**src/rtl/st_width_down_adapter_if.sv**
```systemverilog
// Avalon-ST link bundle; the same interface type serves the wide sink side and the narrow source side.
interface st_width_down_adapter_if #(
    parameter int DATA_W  = 8,
    parameter int EMPTY_W = 1
) ();
    logic               ready;
    logic               valid;
    logic [DATA_W-1:0]  data;
    logic               startofpacket;
    logic               endofpacket;
    logic [EMPTY_W-1:0] empty;
    logic               error;

    modport master (input ready, output valid, data, startofpacket, endofpacket, empty, error);
    modport slave (output ready, input valid, data, startofpacket, endofpacket, empty, error);
endinterface

```
**src/rtl/st_width_down_adapter.sv**
```systemverilog
// Avalon-ST width down-converter: splits each wide beat into IN_SYMBOLS/OUT_SYMBOLS narrow beats,
// MS symbol first, truncating the eop word according to its empty count.
module st_width_down_adapter #(
    parameter int SYMBOL_W    = 8,
    parameter int IN_SYMBOLS  = 4,
    parameter int OUT_SYMBOLS = 1
) (
    input  logic                   clk,
    input  logic                   reset_n,
    st_width_down_adapter_if.slave  in_i,
    st_width_down_adapter_if.master out_o
);
    localparam int RATIO = IN_SYMBOLS / OUT_SYMBOLS;
    localparam int IN_W  = SYMBOL_W * IN_SYMBOLS;
    localparam int OUT_W = SYMBOL_W * OUT_SYMBOLS;
    localparam int IEW   = (IN_SYMBOLS > 1) ? $clog2(IN_SYMBOLS) : 1;
    localparam int OEW   = (OUT_SYMBOLS > 1) ? $clog2(OUT_SYMBOLS) : 1;
    localparam int KW    = (RATIO > 1) ? $clog2(RATIO) : 1;
    localparam int CW    = $clog2(IN_SYMBOLS + OUT_SYMBOLS) + 1;

    if (IN_SYMBOLS % OUT_SYMBOLS != 0) begin : g_bad_ratio
        $error("IN_SYMBOLS must be an integer multiple of OUT_SYMBOLS");
    end

    // Holding register A and slice counter
    logic             a_valid_q, a_valid_d;
    logic [IN_W-1:0]  a_data_q, a_data_d;
    logic             a_sop_q, a_sop_d;
    logic             a_eop_q, a_eop_d;
    logic [IEW-1:0]   a_empty_q, a_empty_d;
    logic             a_error_q, a_error_d;
    logic [KW-1:0]    k_q, k_d;

    // Output register stage
    logic             out_valid_q, out_valid_d;
    logic [OUT_W-1:0] out_data_q, out_data_d;
    logic             out_sop_q, out_sop_d;
    logic             out_eop_q, out_eop_d;
    logic [OEW-1:0]   out_empty_q, out_empty_d;
    logic             out_error_q, out_error_d;

    logic [CW-1:0]    emp_c, v_c, nslice_c, pad_c;
    logic [KW-1:0]    last_k_c;
    logic             out_load_c, adv_c, is_last_c, in_ready_c;
    logic [IN_W-1:0]  shifted_c;
    logic [OUT_W-1:0] slice_c;

    always_comb begin
        // NOTE: every signal assigned here gets a default on entry, so no path can infer a latch.
        emp_c = CW'(a_empty_q);
        if (emp_c > CW'(IN_SYMBOLS - 1)) emp_c = CW'(IN_SYMBOLS - 1);
        v_c      = CW'(IN_SYMBOLS) - emp_c;
        nslice_c = (v_c + CW'(OUT_SYMBOLS - 1)) / CW'(OUT_SYMBOLS);
        pad_c    = nslice_c * CW'(OUT_SYMBOLS) - v_c;
        last_k_c = a_eop_q ? KW'(nslice_c - CW'(1)) : KW'(RATIO - 1);

        out_load_c = out_o.ready || !out_valid_q;
        adv_c      = a_valid_q && out_load_c;
        is_last_c  = (k_q == last_k_c);
        in_ready_c = !a_valid_q || (adv_c && is_last_c);

        shifted_c = a_data_q << (int'(k_q) * OUT_W);
        slice_c   = shifted_c[IN_W-1 -: OUT_W];

        a_valid_d = a_valid_q;
        a_data_d  = a_data_q;
        a_sop_d   = a_sop_q;
        a_eop_d   = a_eop_q;
        a_empty_d = a_empty_q;
        a_error_d = a_error_q;
        if (in_ready_c) begin
            a_valid_d = in_i.valid;
            if (in_i.valid) begin
                a_data_d  = in_i.data;
                a_sop_d   = in_i.startofpacket;
                a_eop_d   = in_i.endofpacket;
                a_empty_d = in_i.endofpacket ? in_i.empty : '0;
                a_error_d = in_i.error;
            end
        end

        // Reaching the last valid slice skips any padding slices of a truncated word.
        k_d = k_q;
        if (adv_c) k_d = is_last_c ? '0 : k_q + KW'(1);

        out_valid_d = out_valid_q;
        out_data_d  = out_data_q;
        out_sop_d   = out_sop_q;
        out_eop_d   = out_eop_q;
        out_empty_d = out_empty_q;
        out_error_d = out_error_q;
        if (out_load_c) begin
            out_valid_d = adv_c;
            out_data_d  = adv_c ? slice_c : '0;
            out_sop_d   = adv_c && a_sop_q && (k_q == '0);
            out_eop_d   = adv_c && a_eop_q && is_last_c;
            out_empty_d = (adv_c && a_eop_q && is_last_c) ? OEW'(pad_c) : '0;
            out_error_d = adv_c && a_error_q;
        end
    end

    always_ff @(posedge clk or negedge reset_n) begin
        if (!reset_n) begin
            a_valid_q   <= 1'b0;
            a_data_q    <= '0;
            a_sop_q     <= 1'b0;
            a_eop_q     <= 1'b0;
            a_empty_q   <= '0;
            a_error_q   <= 1'b0;
            k_q         <= '0;
            out_valid_q <= 1'b0;
            out_data_q  <= '0;
            out_sop_q   <= 1'b0;
            out_eop_q   <= 1'b0;
            out_empty_q <= '0;
            out_error_q <= 1'b0;
        end else begin
            // NOTE: non-blocking so every register samples pre-edge values regardless of statement order.
            a_valid_q   <= a_valid_d;
            a_data_q    <= a_data_d;
            a_sop_q     <= a_sop_d;
            a_eop_q     <= a_eop_d;
            a_empty_q   <= a_empty_d;
            a_error_q   <= a_error_d;
            k_q         <= k_d;
            out_valid_q <= out_valid_d;
            out_data_q  <= out_data_d;
            out_sop_q   <= out_sop_d;
            out_eop_q   <= out_eop_d;
            out_empty_q <= out_empty_d;
            out_error_q <= out_error_d;
        end
    end

    assign in_i.ready          = in_ready_c;
    assign out_o.valid         = out_valid_q;
    assign out_o.data          = out_data_q;
    assign out_o.startofpacket = out_sop_q;
    assign out_o.endofpacket   = out_eop_q;
    assign out_o.empty         = out_empty_q;
    assign out_o.error         = out_error_q;
endmodule

```
**src/flat_wrapper.sv**
```systemverilog
// flat-port wrapper written by rule: the top's interface ports become plain ports
module st_width_down_adapter_flat 
#(
    parameter int SYMBOL_W    = 8,
    parameter int IN_SYMBOLS  = 4,
    parameter int OUT_SYMBOLS = 1
)
  (clk, reset_n, in_i_ready, in_i_valid, in_i_data, in_i_startofpacket, in_i_endofpacket, in_i_empty, in_i_error, out_o_ready, out_o_valid, out_o_data, out_o_startofpacket, out_o_endofpacket, out_o_empty, out_o_error);
  st_width_down_adapter_if #(.DATA_W(32), .EMPTY_W(2)) in_i_i ();
  st_width_down_adapter_if #(.DATA_W(8), .EMPTY_W(1)) out_o_i ();
  input  logic clk;
  input  logic reset_n;
  output wire logic [$bits(in_i_i.ready)-1:0] in_i_ready;
  input wire logic [$bits(in_i_i.valid)-1:0] in_i_valid;
  input wire logic [$bits(in_i_i.data)-1:0] in_i_data;
  input wire logic [$bits(in_i_i.startofpacket)-1:0] in_i_startofpacket;
  input wire logic [$bits(in_i_i.endofpacket)-1:0] in_i_endofpacket;
  input wire logic [$bits(in_i_i.empty)-1:0] in_i_empty;
  input wire logic [$bits(in_i_i.error)-1:0] in_i_error;
  input wire logic [$bits(out_o_i.ready)-1:0] out_o_ready;
  output wire logic [$bits(out_o_i.valid)-1:0] out_o_valid;
  output wire logic [$bits(out_o_i.data)-1:0] out_o_data;
  output wire logic [$bits(out_o_i.startofpacket)-1:0] out_o_startofpacket;
  output wire logic [$bits(out_o_i.endofpacket)-1:0] out_o_endofpacket;
  output wire logic [$bits(out_o_i.empty)-1:0] out_o_empty;
  output wire logic [$bits(out_o_i.error)-1:0] out_o_error;
  assign in_i_ready = in_i_i.ready;
  assign in_i_i.valid = in_i_valid;
  assign in_i_i.data = in_i_data;
  assign in_i_i.startofpacket = in_i_startofpacket;
  assign in_i_i.endofpacket = in_i_endofpacket;
  assign in_i_i.empty = in_i_empty;
  assign in_i_i.error = in_i_error;
  assign out_o_i.ready = out_o_ready;
  assign out_o_valid = out_o_i.valid;
  assign out_o_data = out_o_i.data;
  assign out_o_startofpacket = out_o_i.startofpacket;
  assign out_o_endofpacket = out_o_i.endofpacket;
  assign out_o_empty = out_o_i.empty;
  assign out_o_error = out_o_i.error;
  st_width_down_adapter #(.SYMBOL_W(SYMBOL_W), .IN_SYMBOLS(IN_SYMBOLS), .OUT_SYMBOLS(OUT_SYMBOLS)) u_core (.clk(clk), .reset_n(reset_n), .in_i(in_i_i), .out_o(out_o_i));
endmodule
```
**config.mk**
```make
export PLATFORM = sky130hd
export DESIGN_NAME = st_width_down_adapter_flat
export DESIGN_NICKNAME = d
export VERILOG_FILES = /design/src/rtl/st_width_down_adapter_if.sv /design/src/rtl/st_width_down_adapter.sv /design/src/flat_wrapper.sv
export SDC_FILE = /design/constraint.sdc
export NUM_CORES = 1
export LEC_CHECK = 0
export CAP_MARGIN = 25
export CORE_UTILIZATION = 54
export CTS_CLUSTER_SIZE = 14
export DETAILED_ROUTE_END_ITERATION = 8
export PLACE_DENSITY = 0.85
export SLEW_MARGIN = 20
export SYNTH_ARGS = -nofsm -noshare
export SYNTH_HDL_FRONTEND = slang
export SYNTH_SLANG_ARGS = --single-unit
```
**constraint.sdc**
```tcl
create_clock -name clk -period 4.7 [get_ports clk]
set_input_delay 0.94 -clock clk [delete_from_list [all_inputs] [get_ports clk]]
set_output_delay 0.94 -clock clk [all_outputs]
set_load 0.005 [all_outputs]
```
# Yosys cells after proc, flatten, opt, wreduce, memory -nomap -nowiden
# Index checks and enable logic that the tools add are counted.
# W data, S select, Z words.
totals:
  ff_bits: 53
  wordCells: 37
  mem_bits_rw: 0
  mem_bits_ro: 0
  latchBits: 0
  memories: 0
classes:
  addsub: 4
  mul: 0
  shift: 1
  n_bitwise: 0
  div_mod_pow: 0
  eq_ne: 1
  n_lt_le_gt_ge: 0
  reduce_logical: 13
  muxes: 5
ops:
  columns: ["operator", "count"]
  rows:
  - ["$shl A32 B5 Y32", 1]
  - ["$mux W8", 1]
  - ["$logic_and A1 B1 Y1", 7]
  - ["$mux W2", 3]
  - ["$add A2 B1 Y2 const B", 1]
  - ["$eq A2 B2 Y1", 1]
  - ["$logic_not A1 Y1", 2]
  - ["$logic_not A2 Y1", 1]
  - ["$logic_or A1 B1 Y1", 2]
  - ["$reduce_and A2 Y1", 1]
  - ["$sub A1 B2 Y2 const A", 1]
  - ["$sub A2 B1 Y2 const B", 1]
  - ["$mux W1", 1]
  - ["$sub A1 B1 Y1", 1]

# Depth between registers and ports, before layout
# Gate-level depths: netlist (run 1).
logic_depth:
  ltp_word: 7
  mapped_depth: 7
  mapped_depth_nobuf: 4

# Worst setup path after synthesis (run 1)
# No wires, ideal clock.
synth_timing:
  kind: "input -> register"
  from: "in out_o_ready"
  to: "reg u_core.a_data_q[10]"
  arrival_ns: 2.189
  setup_time_ns: 0.125
  slack_ns: 2.386
  required_ns: 4.575
  path_stages: 6
  path_cell_list: "nand2b_1 > and3_1 > a221o_1 > buf_6 > buf_6 > mux2_4"
synth_between:
  elab_chain_len: 5
synth_lines:
  columns: ["element", "line", "text"]
  rows:
  - ["start: declaration", "flat_wrapper.sv:20", "input wire logic [$bits(out_o_i.ready)-1:0] out_o_ready;"]
  - ["$logic_or A1 B1 Y1", "st_width_down_adapter.sv:57", "out_load_c = out_o.ready || !out_valid_q;"]
  - ["$logic_and A1 B1 Y1", "st_width_down_adapter.sv:58", "adv_c = a_valid_q && out_load_c;"]
  - ["$logic_and A1 B1 Y1", "st_width_down_adapter.sv:60", "in_ready_c = !a_valid_q || (adv_c && is_last_c);"]
  - ["$logic_or A1 B1 Y1", "st_width_down_adapter.sv:60", null]
  - ["$reduce_and A2 Y1 (no source line)", null, null]
  - ["end signal: assignment", "st_width_down_adapter.sv:120", "a_data_q <= a_data_d;"]
  - ["end: declaration", "st_width_down_adapter.sv:27", "logic [IN_W-1:0] a_data_q, a_data_d;"]
# No other way between the ends.
# A chain may end at the register's enable or synchronous reset.

# Worst setup path in the final report (run 1)
layout_timing:
  from: "reg u_core.k_q[1]"
  to: "out in_i_ready"
layout_between:
  elab_chain_len: 3
layout_lines:
  columns: ["element", "line", "text"]
  rows:
  - ["start: declaration", "st_width_down_adapter.sv:32", "logic [KW-1:0] k_q, k_d;"]
  - ["start signal: assignment", "st_width_down_adapter.sv:125", "k_q <= k_d;"]
  - ["$eq A2 B2 Y1", "st_width_down_adapter.sv:59", "is_last_c = (k_q == last_k_c);"]
  - ["$logic_and A1 B1 Y1", "st_width_down_adapter.sv:60", null]
  - ["$logic_or A1 B1 Y1", "st_width_down_adapter.sv:60", null]
  - ["end: declaration", "flat_wrapper.sv:13", "output wire logic [$bits(in_i_i.ready)-1:0] in_i_ready;"]
# No other way between the ends.

==> results of run 1 <==
cell usage in the layout, fill, tap and decap left out, types with 2 or more instances in the layout:
cell,instances
a32o_1,3
nand2_1,8
dfrtp_1,52
nor2_1,4
inv_1,7
nor4bb_1,2
clkdlybuf4s50_1,52
nor2b_1,2
mux4_2,8
o21ai_0,4
clkbuf_8,5
o22ai_1,2
a22o_1,8
mux2_4,29
mux2_1,5
nand3_1,6
worst paths after layout:
check | slack (ns) | end | cells past startpoint
max | 1.24 | in_i_ready | 5
min | 0.48 | u_core.out_o.error$_DFFE_PN0N_ | 2
max reg2reg | 2.24 | u_core.a_data_q[3]$_DFFE_PN0P_ | 4
min reg2reg | 0.48 | u_core.out_o.error$_DFFE_PN0N_ | 2
max in group asynchronous | 3.55 | u_core.a_data_q[11]$_DFFE_PN0P_ | 2
min in group asynchronous | 0.60 | u_core.out_o.valid$_DFFE_PN0N_ | 1
flip-flops by register name, indices dropped and copies added (netlist names), 2 cells and up:
signal             cells
u_core.a_data_q       32
u_core.out_o.data      8
u_core.a_empty_q       2
u_core.k_q             2
layer usage:
layer	vias up	track usage
met5	-	0
met4	0	0.05333
met3	6	0.05814
met2	60	0.3355
met1	790	0.2950
li1	715	-
final cells by class:
class	instances	area, sq um
Clock buffer	6	72.57
Tap cell	52	65.06
Clock inverter	2	35.03
Inverter	7	26.28
Timing Repair Buffer	55	553.0
Sequential cell	52	1301
Multi-Input combinational cell	98	1059
Fill cell	314	1272
worst max-delay path, stage by stage (launching register included):
cell             delay (ns)
dfrtp_1                0.80
nor2_1                 0.14
a32o_1                 0.35
a32o_1                 0.27
a21o_1                 0.20
clkdlybuf4s50_1        0.44
logic make-up after synthesis:
kind of cell	count (synthesis)	synth area share
AOI/OAI and AO/OA	26	0.08110
xor gates and xnor gates	1	0.006591
adders and majority gates	1	0.005068
buffers and inverters	20	0.04865
DFF	52	0.5271
muxes	43	0.2762
other	1	0.001519
and+or+nand+nor	26	0.05373
power by group through the flow:
stage               sequential, mW  clock, mW  combinational [mW]
CTS                          0.856      0.306               0.804
global placement             0.854          0               0.770
detailed placement           0.860          0               0.799
floorplan                    0.761          0               0.664
finish                       0.857      0.299               0.795
global route                 0.891      0.328               0.861
==> reports/summary.txt, run 1 <==
outcome = completed
crit path time final = 3.459 ns
clk buf depth = 2
die width = 69.61 microns
max layer used = met4
antenna violations before repair = 0
largest net degree at the start of global routing = 36
CP Class = flip-flop to primary output
sequential area share after synthesis = 0.5271
CTS tree = yes
Synth Cell Area = 0.002469 sq mm
Yosys warning count = 0
Mean Syn Cell Area = 14.52 sq um
max-slew violation count = 0
root buf cell = clkbuf_8
post-CTS setup buffers = 0
cells after synthesis = 170
Post-synth EDFFs = 0
Starting Density = 0.5631
# diodes = 0
all-layer global routing usage = 0.2124
post-layout util = 0.7098
reg-to-reg critical path startpoint = u_core.k_q[1]$_DFFE_PN0N_
PortBufs = 53
routed via count = 1,571
Clock transition at path regs = 0.10 ns
CTS Buf Count = 5
post-synth top area cell = dfrtp_1
final setup TNS = 0 ns
CTS sink count = 52
nature of the critical path startpoint = flip-flop
RSZ-0062 raised after global routing = false
max_cap viols = 0
Tot Pwr = 1.951 mW
Worst VDD drop = 0.0003250 V
Inst Count DP = 264
min-delay src = u_core.out_o.error$_DFFE_PN0N_
Placed Instance Area = 0.002994 sq mm
met3 WL post-DR = 261 microns
DR pass1 iterations = 4
Synth top area share = 0.5271
final worst slack = 1.241 ns
Post-CTS Hold Fix Bufs = 0
power density over cell area = 627.0 mW/mm^2
# rows = 24
Critical Path RT = 3.76 ns
Logic pwr share = 0.408
Final Cell Area = 0.003112 sq mm
max_slew headroom = 0.4007
post-route ant nets = 0
critical path startpoint = u_core.k_q[1]$_DFFE_PN0N_
drt total wl = 4.563 mm
sequential share of power = 0.439
hold slack = 0.4813 ns
top cells by area, synth = dfrtp_1 53%, mux2_4 18%, mux4_2 7.3%, a22o_1 2.8%, buf_6 2.3%
Initial DRC Count = 180
Area growth syn-to-layout = 26.05%
Avg WL per Cell = 16.78 microns
GP Congestion = 0.8648
Unique masters post-synth = 35
Hold Crit Class = flip-flop to flip-flop
final hold vios = 0
die height = 69.61 microns
vias in the first global route = 1,626
Period Utilization, post-route = 0.7361
Worst Max-Slew Pin Slew = 0.8957 ns
clock share of power = 0.153
Data arrival, critical path = 2.52 ns
Max Fclk = 289.1 MHz
CP max FO = 17
count leader, synth = dfrtp_1
grt total ovfl = 0
total nets after synthesis = 212
net load switching power = 0.5792 mW
CP Capture Type = primary output
Layout Skew = 0.01445 ns
Die ar. = 0.004846 sq mm
asr flop ratio synth = 1.000
first-pass GRT wire length = 7.935 mm
internal power = 1.372 mW
H-tree lvl count = 2
post-route insts no fill = 272
Met1 Wirelength = 2.027 mm
sw frac = 0.2968
detailed placer's ending HPWL = 3.102 mm
Layout Nets = 261
area of the core = 0.004384 sq mm
Setup WS pre-CTS = 1.292 ns
WL met2 = 2.236 mm
endpoints failing setup = 0
Most used DFF post-synth = dfrtp_1
# DRC = 0
leakage = 1.357 nW
Avg Vias per Cell = 5.776
Resize count post-CTS = 0
worst skew pair latency = 0.31 ns
io pins = 55
layout cells sized above 1 = 0.2227
flop and latch count out of synthesis = 52
top cells by count, synth = 52 x dfrtp_1, 29 x mux2_4, 8 x a22o_1, 8 x mux4_2, 8 x nand2_1
No activity file was read; power rests on OpenSTA's default activity.
==> run 2: changes to the inputs <==
--- a/config.mk
+++ b/config.mk
@@ -6,10 +6,10 @@
 export NUM_CORES = 1
 export LEC_CHECK = 0
 export CAP_MARGIN = 25
-export CORE_UTILIZATION = 54
+export CORE_UTILIZATION = 45
 export CTS_CLUSTER_SIZE = 14
 export DETAILED_ROUTE_END_ITERATION = 8
-export PLACE_DENSITY = 0.85
+export PLACE_DENSITY = 0.75
 export SLEW_MARGIN = 20
 export SYNTH_ARGS = -nofsm -noshare
 export SYNTH_HDL_FRONTEND = slang
==> constraint.sdc (replaced) <==
create_clock -name clk -period 3.1 [get_ports clk]
set_input_delay 0.62 -clock clk [delete_from_list [all_inputs] [get_ports clk]]
set_output_delay 0.62 -clock clk [all_outputs]
set_load 0.005 [all_outputs]
==> run 2 against run 1 <==
Flip-flop and latch count unchanged. Clock skew decreased by 0.0079 ns. Non-clock buffer count increased by 3. First-iteration DRC count decreased by 37%. Worst setup slack got worse by 0.98 ns. Clock power increased by 51%. Power increased by 52%. Design area increased by 1.1%. Sequential power increased by 46%. Register-to-register slack got worse by 1.4 ns. Global-route usage decreased by 3.7 points. Critical path type unchanged. Critical endpoint unchanged. Highest routed layer unchanged.
==> reports/summary.txt, run 2 (synthesis results as in run 1) <==
outcome = completed
Critical Path RT = 2.48 ns
Hold Crit Class = input pin to async pin
power density over cell area = 942.8 mW/mm^2
grt met1 use = 0.2332
detailed placer's ending HPWL = 3.199 mm
Worst Max-Slew Pin Slew = 0.9192 ns
clk buf depth = 2
RSZ-0062 raised after global routing = false
max_slew headroom = 0.3850
RR Endpoint = u_core.a_data_q[4]$_DFFE_PN0P_
max reg flops = 32
Worst VDD drop = 0.0004007 V
sequential share of power = 0.421
CP Class = flip-flop to primary output
crit path time final = 2.843 ns
area of the core = 0.005205 sq mm
Post-CTS Hold Fix Bufs = 0
nature of the critical path startpoint = flip-flop
Avg WL per Cell = 15.57 microns
die width = 76.07 microns
largest net degree at the start of global routing = 33
final hold vios = 0
Layout Skew = 0.006526 ns
antenna violations before repair = 0
Resize count post-CTS = 0
internal reg-to-reg setup slack = 0.88 ns
Starting Density = 0.4743
max_cap viols = 0
sw frac = 0.2918
Most flops, register = u_core.a_data_q
CP max FO = 10
Clock transition at path regs = 0.09 ns
Data arrival, critical path = 2.22 ns
routed via count = 1,541
io pins = 55
Area growth syn-to-layout = 27.47%
GP Congestion = 0.8250
first-pass GRT wire length = 7.921 mm
reg-to-reg critical path startpoint = u_core.k_q[1]$_DFFE_PN0N_
post-CTS setup buffers = 0
all-layer global routing usage = 0.1758
worst skew pair latency = 0.30 ns
CP Capture Type = primary output
Initial DRC Count = 113
most frequent cells in the layout = 52 x clkdlybuf4s50_1, 52 x dfrtp_1, 29 x mux2_4
DR pass1 iterations = 4
layout cells sized above 1 = 0.2332
H-tree lvl count = 2
Max Fclk = 351.7 MHz
Layout Nets = 264
M2 GR Usage = 0.2845
internal power = 2.101 mW
post-route ant nets = 0
Logic pwr share = 0.427
Avg Vias per Cell = 5.259
CTS Buf Count = 5
max-slew violation count = 0
die height = 76.07 microns
vias in the first global route = 1,641
# DRC = 0
# rows = 26
drt total wl = 4.563 mm
Die ar. = 0.005786 sq mm
worst-case reg-to-reg path depth = 5
met3 GRT Util = 0.03593
Period Utilization, post-route = 0.9172
clock share of power = 0.152
endpoints failing setup = 0
post-layout util = 0.6046
grt peak-use layer = met2
CTS tree = yes
leakage = 1.367 nW
# diodes = 0
root buf cell = clkbuf_8
grt total ovfl = 0
CTS sink count = 52
final setup TNS = 0 ns
net load switching power = 0.8657 mW
PortBufs = 53
[run 2: cell types whose count changed in the layout (fill, tap and decap cells not counted)]
cell	before	now
a221o_2	0	1
a221o_4	1	0
buf_4	1	4
[run 2: worst max path at each step]
stage                              start                         endpoint  slack, ns  cells after the start
2_1_floorplan                out_o_ready  u_core.a_data_q[10]$_DFFE_PN0P_       1.11                      6
3_3_place_gp                 out_o_ready   u_core.a_data_q[4]$_DFFE_PN0P_       0.43                      6
3_5_place_dp                 out_o_ready   u_core.a_data_q[4]$_DFFE_PN0P_       0.40                      6
4_1_cts        u_core.k_q[1]$_DFFE_PN0N_                       in_i_ready       0.27                      5
5_1_grt        u_core.k_q[1]$_DFFE_PN0N_                       in_i_ready       0.14                      5
6_report       u_core.k_q[1]$_DFFE_PN0N_                       in_i_ready       0.26                      5
[run 2: per-layer routing]
| metal | part of all wire | vias to the layer above | wire (microns) |
|---|---|---|---|
| li1 | - | 720 | - |
| met1 | 0.46 | 773 | 2079 |
| met2 | 0.49 | 41 | 2215 |
| met3 | 0.044 | 7 | 200 |
| met4 | 0.015 | 0 | 67 |
| met5 | 0 | - | 0 |
[run 2: power by group through the flow]
stage / Sequential [mW] / Combinational [mW] / Clock [mW]
floorplan: 1.15 / 1.01 / 0
global placement: 1.26 / 1.24 / 0
detailed placement: 1.26 / 1.28 / 0
CTS: 1.25 / 1.29 / 0.461
global route: 1.29 / 1.38 / 0.496
finish: 1.25 / 1.27 / 0.451
[run 2: per-stage QoR]
stage	hold WS [ns]	instances	instance area [sq um]	setup slack, ns	power (mW)
2_1_floorplan	0.3244	170	2469	1.106	2.161
3_3_place_gp	0.4519	285	3039	0.4289	2.498
3_5_place_dp	0.4656	285	3039	0.3985	2.538
4_1_cts	0.2611	293	3147	0.2747	2.996
5_1_grt	0.2814	293	3147	0.1362	3.162
6_report	0.2517	293	3147	0.2568	2.967
[run 2: final cells by class]
| type | count | area, sq um |
|---|---|---|
| Inverter | 7 | 26.28 |
| Timing Repair Buffer | 58 | 575.6 |
| Fill cell | 420 | 2058 |
| Tap cell | 70 | 87.58 |
| Clock buffer | 6 | 72.57 |
| Multi-Input combinational cell | 98 | 1049 |
| Sequential cell | 52 | 1301 |
| Clock inverter | 2 | 35.03 |
[run 2: critical path, cell delays in order (launching register included)]
cell	delay, ns
dfrtp_1	0.53
xor2_2	0.22
a32o_1	0.27
a32o_1	0.28
a21o_1	0.20
clkdlybuf4s50_1	0.43
